## src/rtl/pp_gen_8x8.sv

```systemverilog
// 8x8 unsigned multiplier front end: two-stage valid/ready pipeline producing four 4x4 partial products.
// Define PP_APPROX_EN to zero the APPROX_BITS LSBs of ll (approximate mode).
module pp_gen_8x8 #(
    parameter int unsigned APPROX_BITS = 2
) (
    input  logic       clk,
    input  logic       rst,
    input  logic       in_valid,
    output logic       in_ready,
    input  logic [7:0] a,
    input  logic [7:0] b,
    output logic       out_valid,
    input  logic       out_ready,
    output logic [7:0] ll,
    output logic [7:0] lh,
    output logic [7:0] hl,
    output logic [7:0] hh
);

    localparam int unsigned AB_CLAMP =
        (APPROX_BITS < 1) ? 1 : ((APPROX_BITS > 4) ? 4 : APPROX_BITS);

`ifdef PP_APPROX_EN
    localparam logic [7:0] LL_MASK = 8'hFF << AB_CLAMP;
`else
    localparam logic [7:0] LL_MASK = 8'hFF | (8'hFF << AB_CLAMP);
`endif

    function automatic logic [7:0] mul4(input logic [3:0] x, input logic [3:0] y);
        return {4'b0, x} * {4'b0, y};
    endfunction

    logic       s1_valid_q, s1_valid_d;
    logic [7:0] a_q, a_d;
    logic [7:0] b_q, b_d;
    logic       s2_valid_q, s2_valid_d;
    logic [7:0] ll_q, ll_d;
    logic [7:0] lh_q, lh_d;
    logic [7:0] hl_q, hl_d;
    logic [7:0] hh_q, hh_d;

    logic s2_ready;
    logic s1_adv;
    logic in_fire;

    // in_ready depends only on stage state and out_ready, never on in_valid
    always_comb begin
        s2_ready = !s2_valid_q || out_ready;
        s1_adv   = s1_valid_q && s2_ready;
        in_ready = !s1_valid_q || s2_ready;
        in_fire  = in_valid && in_ready;
    end

    always_comb begin
        s1_valid_d = in_fire || (s1_valid_q && !s1_adv);
        a_d        = in_fire ? a : a_q;
        b_d        = in_fire ? b : b_q;
    end

    always_comb begin
        s2_valid_d = s1_adv || (s2_valid_q && !out_ready);
        ll_d       = ll_q;
        lh_d       = lh_q;
        hl_d       = hl_q;
        hh_d       = hh_q;
        if (s1_adv) begin
            ll_d = mul4(a_q[3:0], b_q[3:0]) & LL_MASK;
            lh_d = mul4(a_q[3:0], b_q[7:4]);
            hl_d = mul4(a_q[7:4], b_q[3:0]);
            hh_d = mul4(a_q[7:4], b_q[7:4]);
        end
    end

    always_ff @(posedge clk) begin
        if (rst) begin
            s1_valid_q <= 1'b0;
            a_q        <= 8'h00;
            b_q        <= 8'h00;
            s2_valid_q <= 1'b0;
            ll_q       <= 8'h00;
            lh_q       <= 8'h00;
            hl_q       <= 8'h00;
            hh_q       <= 8'h00;
        end else begin
            s1_valid_q <= s1_valid_d;
            a_q        <= a_d;
            b_q        <= b_d;
            s2_valid_q <= s2_valid_d;
            ll_q       <= ll_d;
            lh_q       <= lh_d;
            hl_q       <= hl_d;
            hh_q       <= hh_d;
        end
    end

    assign out_valid = s2_valid_q;
    assign ll        = ll_q;
    assign lh        = lh_q;
    assign hl        = hl_q;
    assign hh        = hh_q;

endmodule
```

## config.mk

```make
export PLATFORM = sky130hd
export DESIGN_NAME = pp_gen_8x8
export DESIGN_NICKNAME = d
export VERILOG_FILES = /design/src/rtl/pp_gen_8x8.sv
export SDC_FILE = /design/constraint.sdc
export NUM_CORES = 1
export LEC_CHECK = 0
export ABC_AREA = 1
export CELL_PAD_IN_SITES_DETAIL_PLACEMENT = 0
export CELL_PAD_IN_SITES_GLOBAL_PLACEMENT = 1
export CORE_MARGIN = 2
export CORE_UTILIZATION = 36
export DETAILED_ROUTE_END_ITERATION = 7
export HOLD_SLACK_MARGIN = 0.06
export PLACE_DENSITY = 0.83
export RECOVER_POWER = 50
export SLEW_MARGIN = 20
export SYNTH_ARGS = -nofsm -noshare
export SYNTH_HDL_FRONTEND = slang
export SYNTH_SLANG_ARGS = --single-unit
export TNS_END_PERCENT = 1
```

## constraint.sdc

```tcl
create_clock -name clk -period 3.05 [get_ports clk]
set_clock_uncertainty 0.2 [all_clocks]
set_input_delay 0.61 -clock clk [delete_from_list [all_inputs] [get_ports clk]]
set_output_delay 0.61 -clock clk [all_outputs]
set_load 0.02 [all_outputs]
```

==> results.toml <==
[outcome]
status = "complete, no violations"

[clock_tree]
clk-insertion-delay-late_ns = 0.31
htree_levels = 2
cts_sinks = 50
cts-root-buf = "clkbuf_8"
cts_buffers = 5
post_cts_buffers = 0
clock_path_buffers = 2
cts_tree = "built"
path_clk_slew_ns = 0.10

[drt]
dr.pass1.iters = 4
drt-wirelength-per-cell_um = 11.54
ant_nets = 0
vias_per_cell = 4.542
drtIter0Drc = 122
finalWirelength_um = 8044
vias = 3166
drc = 0

[floorplanning]
core_um2 = 10320
io_pins = 54
rows = 37
fp.dieW_um = 106.9
dieArea_um2 = 11440
initial_core_util_pct = 36.95
die_h_um = 106.9

[sta]
final.setup.tns_ns = 0
worst_pin_slew_ns = 0.9676
setup_ws_ns = 0.1852
rsz0062_at_grt = "no"
drv_slew = 0
timing.slew.headroom_pct = 35.49
post-route-period-util_pct = 93.93
period_minus_slack_ns = 2.865
fmax_mhz = 349.1
setup_viol = 0
timing_hold_violations_final = 0

[logic_synthesis]
ys.warnings.count = 0
synth_compound_area_share_pct = 8.724
synth_fa_ha_area_share_pct = 24.14
synth_xor_area_share_pct = 0.9183
ys_seq_elements = 50
avgSynthCellArea_um2 = 7.393
syn_inst = 516
synthSimpleGateAreaFrac_pct = 25.09
synth.distinct_cells = 31
syn_nets = 600
synth_top_family_by_area = "simple AND/OR/NAND/NOR gates"
ys_seq_area_share_pct = 26.24
syn-cell-area_um2 = 3815
synth.area.mux_share_pct = 0

[setup_path]
cp_data_required_time_ns = 3.06
critical_path_peak_fanout = 7
arrival_ns = 2.87
worstSetupPathType = "flip-flop to flip-flop"
startpoint = "b_q[5]"
crit_path_start_kind = "flip-flop"
r2r_start = "b_q[5]"
worstSetupEndpointType = "flip-flop"

[finish]
drive_above_1_share_pct = 9.626
fin_area_um2 = 4524
antennaDiodeCount = 0
nets = 644
finalCoreUtilization_pct = 43.82
synthToLayoutAreaGrowth_pct = 18.60
fill_cells = 1058

[job]
drv_cap = 0

[placement]
dp_hpwl_um = 6244
place.gp.congestion = 0.8530
place_area_um2 = 4372
place_ws_ns = 0.08941
portBuffers = 53

[global_route]
antenna_found_initial = 0
grtUsageTotal_pct = 15.12
gr-total-overflow = 0
first_global_vias = 3102
grt_max_degree = 49
grt_pass1_wl_um = 14020

[pwr]
leakage_nw = 2.578
powerDensity_nw_per_um2 = 375.3
ir_drop_mv = 0.1662
power_mw = 1.698

[min_path]
hp-start = "lh[0]"
hp-class = "flip-flop to flip-flop"
[what timing repair did]
action	4_1_cts	5_1_grt
hold buffers	0	0
resized for setup	0	10
endpoints found under the setup margin	0	10
[area by class of cell]
| type | count | area, um2 | share of cell area (%) |
|---|---|---|---|
| clock inverters | 2 | 60.06 | 1.327 |
| clock buffers | 6 | 82.58 | 1.825 |
| flip-flops and latches | 50 | 1015 | 22.43 |
| multi-input cells | 352 | 2246 | 49.64 |
| repair buffers | 66 | 624.3 | 13.80 |
| well taps | 136 | 170.2 | 3.761 |
| inverters | 85 | 326.6 | 7.218 |
[layout by cell type, fill, tap and decap left out, drive strengths merged]
cell | netlist | final
fa | 16 | 16
clkbuf | 9 | 7
clkdlybuf4s50 | 0 | 36
xnor2 | 4 | 4
nand2 | 105 | 105
nor2 | 80 | 80
or2 | 2 | 2
dfxtp | 50 | 50
a21oi | 24 | 24
o211ai | 2 | 2
buf | 20 | 12
nand3 | 29 | 29
o21ai | 36 | 36
dlygate4sd3 | 0 | 17
inv | 85 | 85
ha | 48 | 48
nand4 | 2 | 2
bufinv | 0 | 2
nand3b | 4 | 4
[critical path, stage by stage, from the launching register on]
cell and delay, ns:
dfxtp_1 0.48, nand2_1 0.10, fa_1 0.49, inv_1 0.06, fa_1 0.53, fa_1 0.49, nand3_1 0.12, a21oi_1 0.07
o21ai_0 0.16, inv_1 0.05
[synth_stat cells]
master,instances,area share [%]
a21oi_1,22,2.9
clkbuf_2,1,0.13
fa_1,16,8.4
o21ai_1,4,0.52
buf_2,5,0.66
nor2_1,70,6.9
buf_12,1,0.52
clkbuf_1,8,0.79
nand4_1,2,0.33
ha_1,48,16
nand3b_1,4,0.79
nand3_2,3,0.79
o211ai_2,2,0.66
xnor2_1,4,0.92
a21oi_2,2,0.46
or2_2,2,0.33
nor2_4,1,0.30
nand2_1,102,10
inv_6,1,0.23
dfxtp_1,50,26
inv_4,1,0.16
o21ai_0,32,4.2
nand3_1,26,3.4
inv_2,2,0.20
buf_4,1,0.20
nand2_4,2,0.59
buf_6,11,3.2
inv_1,81,8.0
nor2_2,9,1.5
buf_8,2,0.79
nand2_2,1,0.16
[per-layer routing]
| layer | wire [um] | vias to the layer above | share of wire (%) | GRT usage (%) |
|---|---|---|---|---|
| li1 | - | 1686 | - | - |
| met1 | 4044 | 1421 | 50 | 20.26 |
| met3 | 228 | 9 | 2.8 | 2.128 |
| met4 | 114 | 0 | 1.4 | 4.453 |
| met5 | 0 | - | 0 | 0 |
| met2 | 3657 | 50 | 45 | 25.34 |
[registers in the layout, summed over array words and instances (netlist names)]
register and flops:
out_valid 1, ll 8, b_q 8, s1_valid_q 1, a_q 8, lh 8, hh 8, hl 8
[final timing paths]
check	slack (ns)	endpoint	cells after the start
min reg2reg	0.28	lh[0]	2
max	0.19	hh[6]	9
max reg2reg	0.19	hh[6]	9
min	0.28	lh[0]	2
[per-stage QoR]
| step | std cells | hold slack [ns] |
|---|---|---|
| after global routing | 697 | 0.3141 |
| final | 697 | 0.2800 |
| after floorplan | 516 | 0.2880 |
| after CTS | 697 | 0.2870 |
| after global placement | 689 | 0.2656 |
| after detailed placement | 689 | 0.2669 |
[power breakdown]
group | total (mW) | internal [mW] | leakage (nW) | switching (mW)
Sequential | 0.745 | 0.699 | 0.415 | 0.0467
Combinational | 0.366 | 0.162 | 2.09 | 0.204
Clock | 0.586 | 0.350 | 0.0714 | 0.236
Total | 1.70 | 1.21 | 2.58 | 0.487
[cell families (layout without fill, tap and decap cells)]
logic type / Yosys count / in the layout
xor+xnor: 4 / 4
buf+inv: 114 / 159
flops: 50 / 50
simple gates: 222 / 222
fa+ha+maj: 64 / 64
compound gates: 62 / 62
No activity file was read; power rests on OpenSTA's default activity.
